### config.mk
export PLATFORM = sky130hd
export DESIGN_NAME = if_fetch_stage
export DESIGN_NICKNAME = d
export VERILOG_FILES = /design/src/rtl/if_fetch_stage_pkg.sv /design/src/rtl/if_fetch_stage_ifid_register.sv /design/src/rtl/if_fetch_stage.sv
export SDC_FILE = /design/constraint.sdc
export NUM_CORES = 1
export LEC_CHECK = 0
export ABC_AREA = 1
export CORE_UTILIZATION = 52
export CTS_CLUSTER_SIZE = 28
export DETAILED_ROUTE_END_ITERATION = 7
export PLACE_DENSITY = 0.81
export SLEW_MARGIN = 20
export SYNTH_ARGS = -nofsm -noshare
export SYNTH_HDL_FRONTEND = slang
export SYNTH_SLANG_ARGS = --single-unit
export TNS_END_PERCENT = 30
### constraint.sdc
create_clock -name Clk -period 2.1 [get_ports Clk]
set_input_delay 0.525 -clock Clk [delete_from_list [all_inputs] [get_ports Clk]]
set_output_delay 0.525 -clock Clk [all_outputs]
set_load 0.03 [all_outputs]
### src/rtl/if_fetch_stage_pkg.sv
// Shared definitions for the instruction-fetch stage of the 16-bit TSC pipeline.
// Latency: n/a (types and constants only).
// Backpressure: n/a.
package if_fetch_stage_pkg;

   localparam int          IF_WORD_SIZE   = 16;
   localparam logic [15:0] IF_RESET_PC    = 16'h0000;
   localparam logic [15:0] IF_BUBBLE_INST = 16'hF01C;

   // Fetch FSM encoding; values are shared with the rest of the codebase.
   typedef enum logic [1:0] {
      ST_IDLE     = 2'd0,
      ST_FETCH    = 2'd1,
      ST_BUFFERED = 2'd2,
      ST_HALT     = 2'd3
   } fetch_state_t;

endpackage

### src/rtl/if_fetch_stage_ifid_register.sv
// IF/ID pipeline register: holds the fetched instruction, its PC and PC+1.
// Latency: 1 edge from load to outputs.
// Backpressure: hold freezes the slot; flush beats load beats hold; otherwise a bubble is written.
//
// Ports: Clk, Reset_N (sync, active-low); flush/load/hold controls; load_inst/load_pc
// payload; IFID_Instruction/IFID_PC/IFID_NextPC/IFID_Valid registered outputs.
module if_fetch_stage_ifid_register #(
   parameter int                   WORD_SIZE   = 16,
   parameter logic [WORD_SIZE-1:0] BUBBLE_INST = 16'hF01C
)(
   input  logic                 Clk,
   input  logic                 Reset_N,
   input  logic                 flush,
   input  logic                 load,
   input  logic                 hold,
   input  logic [WORD_SIZE-1:0] load_inst,
   input  logic [WORD_SIZE-1:0] load_pc,
   output logic [WORD_SIZE-1:0] IFID_Instruction,
   output logic [WORD_SIZE-1:0] IFID_PC,
   output logic [WORD_SIZE-1:0] IFID_NextPC,
   output logic                 IFID_Valid
);

   always_ff @(posedge Clk) begin
      if (!Reset_N) begin
         IFID_Instruction <= BUBBLE_INST;
         IFID_PC          <= '0;
         IFID_NextPC      <= '0;
         IFID_Valid       <= 1'b0;
      end else if (flush) begin
         IFID_Instruction <= BUBBLE_INST;
         IFID_Valid       <= 1'b0;
      end else if (load) begin
         IFID_Instruction <= load_inst;
         IFID_PC          <= load_pc;
         IFID_NextPC      <= load_pc + WORD_SIZE'(1);   // wraps modulo 2^WORD_SIZE
         IFID_Valid       <= 1'b1;
      end else if (!hold) begin
         // Nothing new arrived and decode is not stalled: present a bubble.
         IFID_Instruction <= BUBBLE_INST;
         IFID_Valid       <= 1'b0;
      end
   end

endmodule

### src/rtl/if_fetch_stage.sv
// Instruction fetch stage: owns the PC, reads instruction memory, feeds the IF/ID register.
// Latency: IF/ID loads on the edge where inputReady is seen; next request issues the following cycle.
// Backpressure: Stall holds PC and IF/ID; data returning during a stall is parked in a one-entry skid buffer.
//
// Ports: Clk, Reset_N (sync, active-low); Stall, Redirect/RedirectTarget, Halt from later
// stages; readM/address/data/inputReady memory handshake; IFID_* to decode; Halted status.
module if_fetch_stage
   import if_fetch_stage_pkg::*;
#(
   parameter int                   WORD_SIZE   = IF_WORD_SIZE,
   parameter logic [WORD_SIZE-1:0] RESET_PC    = IF_RESET_PC,
   parameter logic [WORD_SIZE-1:0] BUBBLE_INST = IF_BUBBLE_INST
)(
   input  logic                 Clk,
   input  logic                 Reset_N,
   input  logic                 Stall,
   input  logic                 Redirect,
   input  logic [WORD_SIZE-1:0] RedirectTarget,
   input  logic                 Halt,
   output logic                 readM,
   output logic [WORD_SIZE-1:0] address,
   input  logic [WORD_SIZE-1:0] data,
   input  logic                 inputReady,
   output logic [WORD_SIZE-1:0] IFID_Instruction,
   output logic [WORD_SIZE-1:0] IFID_PC,
   output logic [WORD_SIZE-1:0] IFID_NextPC,
   output logic                 IFID_Valid,
   output logic                 Halted
);

   fetch_state_t         state_q, state_d;
   logic [WORD_SIZE-1:0] pc_q, pc_d;
   logic [WORD_SIZE-1:0] pend_q, pend_d;    // redirect target waiting for the squashed request
   logic                 squash_q, squash_d;
   logic [WORD_SIZE-1:0] buf_q, buf_d;      // skid entry, valid exactly while in ST_BUFFERED
   logic                 readm_d;
   logic                 halted_d;

   logic                 ifid_flush, ifid_load, ifid_hold;
   logic [WORD_SIZE-1:0] ifid_inst;

   always_comb begin
      state_d    = state_q;
      pc_d       = pc_q;
      pend_d     = pend_q;
      squash_d   = squash_q;
      buf_d      = buf_q;
      halted_d   = Halted;
      ifid_flush = 1'b0;
      ifid_load  = 1'b0;
      ifid_hold  = Stall;
      ifid_inst  = data;

      if (Halt || state_q == ST_HALT) begin
         state_d    = ST_HALT;
         squash_d   = 1'b0;
         halted_d   = 1'b1;
         ifid_flush = 1'b1;
      end else begin
         case (state_q)
            ST_IDLE: begin
               state_d = ST_FETCH;
               if (Redirect) begin
                  pc_d       = RedirectTarget;
                  ifid_flush = 1'b1;
               end
            end

            ST_FETCH: begin
               if (Redirect) begin
                  ifid_flush = 1'b1;
                  if (inputReady) begin
                     // Returning data belongs to the wrong path; restart at the target now.
                     pc_d     = RedirectTarget;
                     squash_d = 1'b0;
                  end else begin
                     // The request must complete at its original address before we move on.
                     pend_d   = RedirectTarget;
                     squash_d = 1'b1;
                  end
               end else if (inputReady) begin
                  if (squash_q) begin
                     pc_d     = pend_q;
                     squash_d = 1'b0;
                  end else if (Stall) begin
                     buf_d   = data;
                     state_d = ST_BUFFERED;
                  end else begin
                     ifid_load = 1'b1;
                     pc_d      = pc_q + WORD_SIZE'(1);
                  end
               end
            end

            ST_BUFFERED: begin
               if (Redirect) begin
                  ifid_flush = 1'b1;
                  pc_d       = RedirectTarget;
                  state_d    = ST_FETCH;
               end else if (!Stall) begin
                  ifid_load = 1'b1;
                  ifid_inst = buf_q;
                  pc_d      = pc_q + WORD_SIZE'(1);
                  state_d   = ST_FETCH;
               end
            end

            default: begin
               state_d = ST_HALT;
            end
         endcase
      end

      // readM is decided from next state only, so Stall/Redirect never reach it combinationally.
      readm_d = (state_d == ST_FETCH);
   end

   always_ff @(posedge Clk) begin
      if (!Reset_N) begin
         state_q  <= ST_IDLE;
         pc_q     <= RESET_PC;
         pend_q   <= '0;
         squash_q <= 1'b0;
         buf_q    <= '0;
         readM    <= 1'b0;
         Halted   <= 1'b0;
      end else begin
         state_q  <= state_d;
         pc_q     <= pc_d;
         pend_q   <= pend_d;
         squash_q <= squash_d;
         buf_q    <= buf_d;
         readM    <= readm_d;
         Halted   <= halted_d;
      end
   end

   // The PC only changes when a request completes, so it doubles as the stable address.
   assign address = pc_q;

   if_fetch_stage_ifid_register #(
      .WORD_SIZE   (WORD_SIZE),
      .BUBBLE_INST (BUBBLE_INST)
   ) u_ifid (
      .Clk              (Clk),
      .Reset_N          (Reset_N),
      .flush            (ifid_flush),
      .load             (ifid_load),
      .hold             (ifid_hold),
      .load_inst        (ifid_inst),
      .load_pc          (pc_q),
      .IFID_Instruction (IFID_Instruction),
      .IFID_PC          (IFID_PC),
      .IFID_NextPC      (IFID_NextPC),
      .IFID_Valid       (IFID_Valid)
   );

endmodule

-- Word-level counts from Yosys, hierarchy flattened
Cells that the tools add are included.
- shifts and indexed selects: 0
- $add $sub $neg: 1
- muxes and demuxes: 37
- equality and inequality tests: 7
- bitwise operators: 6
- $mul: 0
- div/mod/pow operators: 0
- reductions and logical operators: 12
- order comparisons: 0
- operators by type and width (operator ; count):
    $mux 16 ; 13
    $pmux 16 s3 ; 1
    $add 16x1->16 const B ; 1
    $mux 1 ; 14
    $mux 2 ; 7
    $reduce_and 4->1 ; 2
    $not 1->1 ; 6
    $pmux 2 s3 ; 1
    $reduce_and 5->1 ; 1
    $eq 2x1->1 const B ; 2
    $eq 2x2->1 const B ; 2
    $ne 2x2->1 const B ; 2
    $reduce_and 2->1 ; 2
    $reduce_or 2->1 ; 2
    $reduce_bool 3->1 ; 1
    $reduce_or 3->1 ; 1
    $logic_not 2->1 ; 1
    $ne 2x1->1 const B ; 1
    $pmux 1 s2 ; 1
    $reduce_bool 2->1 ; 1
    $logic_or 1x1->1 ; 1
- bits of input ports: 38
- memory bits (writable): 0
- memories kept: 0
- bits in latches: 0
- ROM bits: 0
- flip-flop bits (word level): 102
- logic and storage cells: 74
- output and inout bits: 67

-- Logic depth before layout (Yosys ltp)
Gate-level depths: netlist of the first run.
- depth after elaboration: 7
- mapped depth: 13
- gate-level depth less buffers: 13

-- Cells and area by module
From an unflattened synthesis of the first run, not the netlist that was laid out.
- cell total of the unflattened synthesis: 770
- area total of the unflattened synthesis: 5301.3 um^2
- modules (own cells, without submodules) (module ; instances ; seq. area each (um^2) ; area an instance (um^2) ; cells an instance):
    if_fetch_stage ; 1 ; 1061.0 ; 3150.5 ; 469
    if_fetch_stage_ifid_register ; 1 ; 980.9 ; 2150.8 ; 301

-- Worst setup path before layout of the first run
OpenSTA, ideal clock, no wires.
- kind: flip-flop to flip-flop
- start: reg pc_q[0] (netlist: address[0])
- end: reg pc_q[6] (netlist: address[6])
- buffers on the path: 0
- arrival: 1.659 ns
- clock period less this slack: 1.779 ns
- data required time: 1.980 ns
- cell stages (with the launch flop): 10
- slack: 0.321 ns
- library setup time: 0.120 ns
- cells stage by stage: dfxtp_1 ha_1 nand3_1 nor2_1 xor2_1 nor2_1 o21ai_1 nand2_1 nand2_1 a21oi_1
- cells in the longest elaborated chain, start to end: 6
- elaborated cells between the ends (all ways): 7
- classes of those cells: add/sub: 1; mux: 6
- RTL lines (what ; RTL line ; text):
    from (decl) ; if_fetch_stage.sv:32 ; logic [WORD_SIZE-1:0] pc_q, pc_d;
    from (signal assigned) ; if_fetch_stage.sv:129 ; pc_q <= pc_d;
    $add 16x1->16 (*) ; if_fetch_stage.sv:90, if_fetch_stage.sv:103 ;
    $mux 16 (*) ; if_fetch_stage.sv:85, if_fetch_stage.sv:100 ;
    $mux 16 ; if_fetch_stage.sv:82 ; if (squash_q) begin
    $mux 16 ; if_fetch_stage.sv:81 ; end else if (inputReady) begin
    $mux 16 ; if_fetch_stage.sv:70 ; if (Redirect) begin
    $pmux 16 s3 (*) ; if_fetch_stage.sv:60 ; case (state_q)
Mark *: on every way between the ends. The rest lies on a longest branch, timed or not. The select of a mux whose other input is x is not followed.
A chain may end at the register's enable or synchronous reset.

-- Worst setup path in the final report of the first run
- start: reg pc_q[7] (netlist: address[7])
- end: out address[7]
- RTL lines (what ; RTL line ; text):
    to (decl) ; if_fetch_stage.sv:21 ; output logic [WORD_SIZE-1:0] address,
No word-level cell between the ends.

==> run_results.csv, run 1 <==
group,metric,value,unit
sta,final-setup-viol-count,0,
job,drv_cap,0,
logic_synthesis,syn_inst,753,
sta,rsz0062_at_grt,"no",
setup_path,critical_path.cell_chain,"clkdlybuf4s50_1",
logic_synthesis,netlist_top_cells_area,"dfxtp_1 (40%), nand2_1 (10%), a21oi_1 (9.0%), o21ai_0 (7.8%), inv_1 (6.0%)",
setup_path,r2r_start,"state_q[0]",
detailed_routing,routed_via_density,5.45,
setup_path,slowest_delay,720,ps
status,status,"complete, no violations",
clocking,ctsHtreeMaxLevel,3,
die,core_area,9420,um^2
sta,max_slew_margin,0.731,
clocking,cts_buffer_depth,2,
logic_synthesis,ys_seq_elements,102,
detailed_routing,routedWlPerCell,14.9,um
pwr,p_per_area,628,nW/um^2
global_route,grt_max_degree,43,
clocking,clkTransAtPathRegs,100,ps
setup_path,reg2reg_depth,10,
pwr,p_int,2.92,mW
logic_synthesis,async_flop_share,0,
die,io_pins,105,
hold_path,hold_path.class,"register to register",
detailed_routing,drt-pass1-iter-count,7,
clocking,clock_latency,370,ps
global_route,overflow,0,
global_route,antenna_found_initial,0,
pwr,p_sw_frac,0.304,
pwr,clockPowerShare,0.303,
layout,area_delta_synth_final,29.4,%
layout,diodes,0,
place,io_buffers,104,
pwr,total_power,4.19,mW
pwr,leakage,2.72,nW
logic_synthesis,yosys.cell_types.count,37,
sta,finalCritPeriodShare,0.988,
clocking,cts_root_buffer,"clkbuf_8",
global_route,grt_pass1_vias,4875,
sta,maxSlewViolCount,0,
detailed_routing,drt_iter0_drc,354,
global_route,grt_first_pass_wirelength,23500,um
clocking,cts.sinks,102,
sta,skew,6.53,ps
pwr,pwr-share-comb,0.206,
hold_path,min_to,"u_ifid.IFID_Instruction[7]",
logic_synthesis,yosys.area.top_type_share,0.396,
pwr,p_seq_frac,0.491,
die,dieArea,10300,um^2
clocking,cts_hold_buf,0,
pwr,p_switching,1.27,mW
pwr,worst_ir_drop_vdd,437,uV
setup_path,regToRegEndpoint,"u_ifid.IFID_NextPC[12]",
setup_path,worstPathMaxFanout,6,
logic_synthesis,seq_area_frac_synth,0.396,
detailed_routing,vias,5441,
setup_path,end_kind,"primary output",
layout,utilization,0.709,
place,gp_congestion,0.907,
setup_path,crit_family,"buffers and inverters",
logic_synthesis,syn_area,5150,um^2
layout,layout_commonest_cell,"nand2_1",
setup_path,crit_path_start_kind,"register",
place,hpwl,10900,um
logic_synthesis,syn_nets,796,
sta,hold_viol_final,0,
layout,nets,907,
hold_path,holdCritStartpoint,"u_ifid.IFID_Instruction[7]",
clocking,cts_setup_buffers,0,
setup_path,worstPathArrival,1550,ps
sta,fin_crit,2080,ps
detailed_routing,route.detailed.drc,0,
sta,worst_pin_slew,403,ps
clocking,numCtsBuffers,9,
place,dp_cells,982,
die,dieWidth,102,um
sta,fmax,0.482,GHz
logic_synthesis,ys_warn_count,0,
global_route,gr-usage-all-layers,0.291,
layout,drive_gt1_frac,0.0990,
setup_path,cp_slowest_cell,"clkdlybuf4s50_1",
layout,stdcell_count,998,
logic_synthesis,synth_area_leader_cell,"dfxtp_1",
setup_path,crit_start,"address[7]",
die,die_y,102,um
detailed_routing,postRouteWirelength,14900,um
logic_synthesis,ys.flop_type,"dfxtp_1",
setup_path,rrSetupSlack,260,ps
die,start_util,0.548,
layout,final_cell_mix,"nand2_1 (144), dfxtp_1 (100), clkdlybuf4s50_1 (98), a21oi_1 (93), inv_1 (82)",
clocking,cts_tree,"done",
hold_path,min_path_cells,2,
setup_path,critPathBufInv,1,
setup_path,worstPathRequired,1570,ps
die,fp-row-count,35,
detailed_routing,ant_nets,0,
logic_synthesis,synth-edff-count,0,
setup_path,worst-setup-path-type,"register to primary output",
logic_synthesis,syn_avg_cell_area,6.85,um^2
layout make-up:
| class | instances | area [um^2] |
|---|---|---|
| Multi-Input combinational cell | 519 | 2560 |
| Inverter | 90 | 338 |
| Sequential cell | 102 | 2040 |
| Fill cell | 819 | 2740 |
| Clock buffer | 11 | 141 |
| Clock inverter | 5 | 58.8 |
| Tap cell | 129 | 161 |
| Timing Repair Buffer | 142 | 1370 |
kinds of logic after synthesis:
logic type,Yosys count,share of synthesized area
compound gates,229,0.240
buf+inv,132,0.107
fa+ha+maj,5,0.0121
flops,102,0.396
xor+xnor,8,0.0136
simple gates,275,0.227
mux,2,0.00388
synthesized netlist by cell type, types with 2 or more instances:
cell	instances
a21oi_1	93
a21oi_2	4
a221oi_1	2
a31oi_1	2
buf_2	19
buf_4	3
buf_6	3
clkbuf_1	17
dfxtp_1	102
ha_1	5
inv_1	82
inv_2	7
mux2i_1	2
nand2_1	144
nand2_2	5
nand3_1	22
nand4_1	7
nor2_1	80
nor2_2	5
nor2_4	5
nor3_1	3
o211ai_1	5
o21ai_0	80
o21ai_1	21
o21bai_1	2
o221ai_1	2
o22ai_1	15
xor2_1	7
sequential cells by signal, summed over array words and instances (netlist names):
| signal | flops |
|---|---|
| squash_q | 1 |
| address | 16 |
| pend_q | 16 |
| buf_q | 16 |
| u_ifid.IFID_PC | 16 |
| Halted | 1 |
| u_ifid.IFID_Instruction | 16 |
| readM | 1 |
| state_q | 2 |
| u_ifid.IFID_Valid | 1 |
| u_ifid.IFID_NextPC | 16 |
worst max-delay path by stage:
| stage | slack [ps] | cells past startpoint | end |
|---|---|---|---|
| floorplan | 320 | 9 | address[6] |
| global placement | 60 | 9 | u_ifid.IFID_NextPC[12] |
| detailed placement | -40 | 9 | u_ifid.IFID_NextPC[12] |
| CTS | 30 | 1 | address[7] |
| global route | 4 | 1 | address[7] |
| finish | 20 | 1 | address[7] |
per-stage QoR:
step / hold slack [ps] / setup slack [ps] / TNS, ps / cell area [um^2]
finish: 460 / 24.4 / 0 / 6670
floorplan: 424 / 321 / 0 / 5150
global route: 478 / 4.40 / 0 / 6670
detailed placement: 446 / -38.5 / -56.5 / 6480
global placement: 435 / 60.2 / 0 / 6480
CTS: 459 / 25.3 / 0 / 6670
layer usage:
layer / global-route usage / up-vias / share of wire / wire length, um
met2: 0.463 / 218 / 0.46 / 6810
met5: 0 / - / 0 / 0
met1: 0.403 / 2518 / 0.46 / 6820
met3: 0.0594 / 17 / 0.072 / 1070
met4: 0.0736 / 0 / 0.010 / 156
li1: - / 2688 / - / -
power groups by stage:
stage,Clock (mW),Sequential (mW),Combinational [mW]
floorplan,0,2.18,0.415
global placement,0,2.10,0.843
detailed placement,0,2.10,0.854
CTS,1.28,2.05,0.854
global route,1.36,2.06,0.940
finish,1.27,2.06,0.865
timing repair:
item | in CTS | in global routing
endpoints found under the hold margin | 0 | 0
endpoints found under the setup margin | 6 | 2
resized for setup | 6 | 2
cloned | 0 | 0
Power figures use the tool's default switching activity.
==> inputs of run 2 (changes only) <==
--- a/config.mk
+++ b/config.mk
@@ -7,6 +7,7 @@
 export LEC_CHECK = 0
 export ABC_AREA = 1
 export CORE_UTILIZATION = 52
+export CTS_BUF_LIST = sky130_fd_sc_hd__clkbuf_4 sky130_fd_sc_hd__clkbuf_8
 export CTS_CLUSTER_SIZE = 28
 export DETAILED_ROUTE_END_ITERATION = 7
 export PLACE_DENSITY = 0.81
==> run_results.csv, run 2 (same netlist as run 1, synthesis figures left out) <==
group,metric,value,unit
sta,hold_viol_final,0,
die,start_util,0.548,
setup_path,cp_slowest_cell,"clkdlybuf4s50_1",
global_route,grt_first_pass_wirelength,23500,um
global_route,gr-usage-all-layers,0.291,
clocking,cts_root_buffer,"clkbuf_8",
setup_path,critical_path.cell_chain,"clkdlybuf4s50_1",
die,dieWidth,102,um
place,gp_congestion,0.907,
detailed_routing,routedWlPerCell,14.9,um
sta,fin_crit,2070,ps
setup_path,critPathBufInv,1,
global_route,overflow,0,
layout,stdcell_area,6680,um^2
detailed_routing,drt_iter0_drc,324,
detailed_routing,top_layer_used,"met4",
setup_path,worstPathMaxFanout,6,
setup_path,crit_family,"buffers and inverters",
detailed_routing,dr_wl_met2,6860,um
sta,tns,0,ps
global_route,antenna_found_initial,0,
place,hpwl,10900,um
layout,area_delta_synth_final,29.5,%
place,postPlaceCellArea,6480,um^2
detailed_routing,ant_nets,0,
layout,diodes,0,
sta,maxSlewViolCount,0,
die,fp-row-count,35,
status,status,"complete, no violations",
layout,nets,907,
setup_path,worstPathRequired,1570,ps
detailed_routing,drt-pass1-iter-count,6,
setup_path,crit_path_start_kind,"register",
pwr,worst_ir_drop_vdd,439,uV
die,dieArea,10300,um^2
detailed_routing,route.met3.wl,1170,um
detailed_routing,vias,5465,
sta,rsz0062_at_grt,"no",
sta,finalCritPeriodShare,0.987,
detailed_routing,postRouteWirelength,14800,um
die,die_y,102,um
pwr,p_per_area,629,nW/um^2
clocking,cts_hold_buf,0,
detailed_routing,route.detailed.drc,0,
setup_path,worstPathArrival,1550,ps
sta,worst_pin_slew,400,ps
place,dp_slack,-38.5,ps
detailed_routing,routed_via_density,5.48,
layout,stdcell_count,998,
sta,skew,7.84,ps
sta,setup_slack,27.4,ps
clocking,ctsHtreeMaxLevel,3,
sta,final-setup-viol-count,0,
place,dp_cells,982,
global_route,grt_pass1_vias,4879,
pwr,leakage,2.72,nW
setup_path,worst-setup-path-type,"register to primary output",
job,drv_cap,0,
layout,final_cell_mix,"nand2_1 (144), dfxtp_1 (100), clkdlybuf4s50_1 (98), a21oi_1 (93), inv_1 (82)",
hold_path,hold_path.class,"register to register",
layout,drive_gt1_frac,0.100,
setup_path,end_kind,"primary output",
clocking,clkTransAtPathRegs,100,ps
sta,max_slew_margin,0.733,
sta,fmax,0.482,GHz
setup_path,slowest_delay,720,ps
die,io_pins,105,
layout,utilization,0.709,
clocking,numCtsBuffers,9,
detailed_routing,wl_met1,6620,um
die,core_area,9420,um^2
place,io_buffers,104,
global_route,grt_max_degree,43,
clocking,cts.sinks,102,
clocking,cts_buffer_depth,2,
layout,layout_commonest_cell,"nand2_1",
clocking,cts_tree,"done",
clocking,clock_latency,370,ps
## run 2: cell type report
type                    count  area [um^2]
inverters                  90          338
repair buffers            142         1370
clock inverters             5         58.8
multi-input cells         519         2560
fillers                   819         2740
clock buffers              11          145
flip-flops and latches    102         2040
well taps                 129          161
## run 2: metal layers
| layer | track usage | up-vias |
|---|---|---|
| li1 | - | 2691 |
| met1 | 0.404 | 2528 |
| met2 | 0.463 | 225 |
| met3 | 0.0594 | 21 |
| met4 | 0.0736 | 0 |
| met5 | 0 | - |
## run 2: power breakdown
group / switching (mW) / internal (mW) / total [mW] / leakage, nW
clock network: 0.682 / 0.597 / 1.28 / 0.0990
logic: 0.525 / 0.338 / 0.864 / 1.79
registers: 0.0618 / 2.00 / 2.06 / 0.827
## run 2: path summary, 6_finish.rpt
check              from                      to  slack [ps]  depth (start not counted)
max reg2reg  state_q[1]  u_ifid.IFID_NextPC[12]         260                         10
min reg2reg   pend_q[1]               pend_q[1]         460                          2
max          address[7]              address[7]          30                          1
min           pend_q[1]               pend_q[1]         460                          2
## run 2: what timing repair did
item                       in CTS  in global routing
resized for setup               6                  2
setup endpoints to repair       6                  2
buffers inserted                0                  0
## run 2: through the flow
stage	power (mW)	hold slack, ps
5_1_grt	4.38	478
2_1_floorplan	2.59	424
4_1_cts	4.21	459
3_5_place_dp	2.95	446
6_report	4.20	460
3_3_place_gp	2.94	435
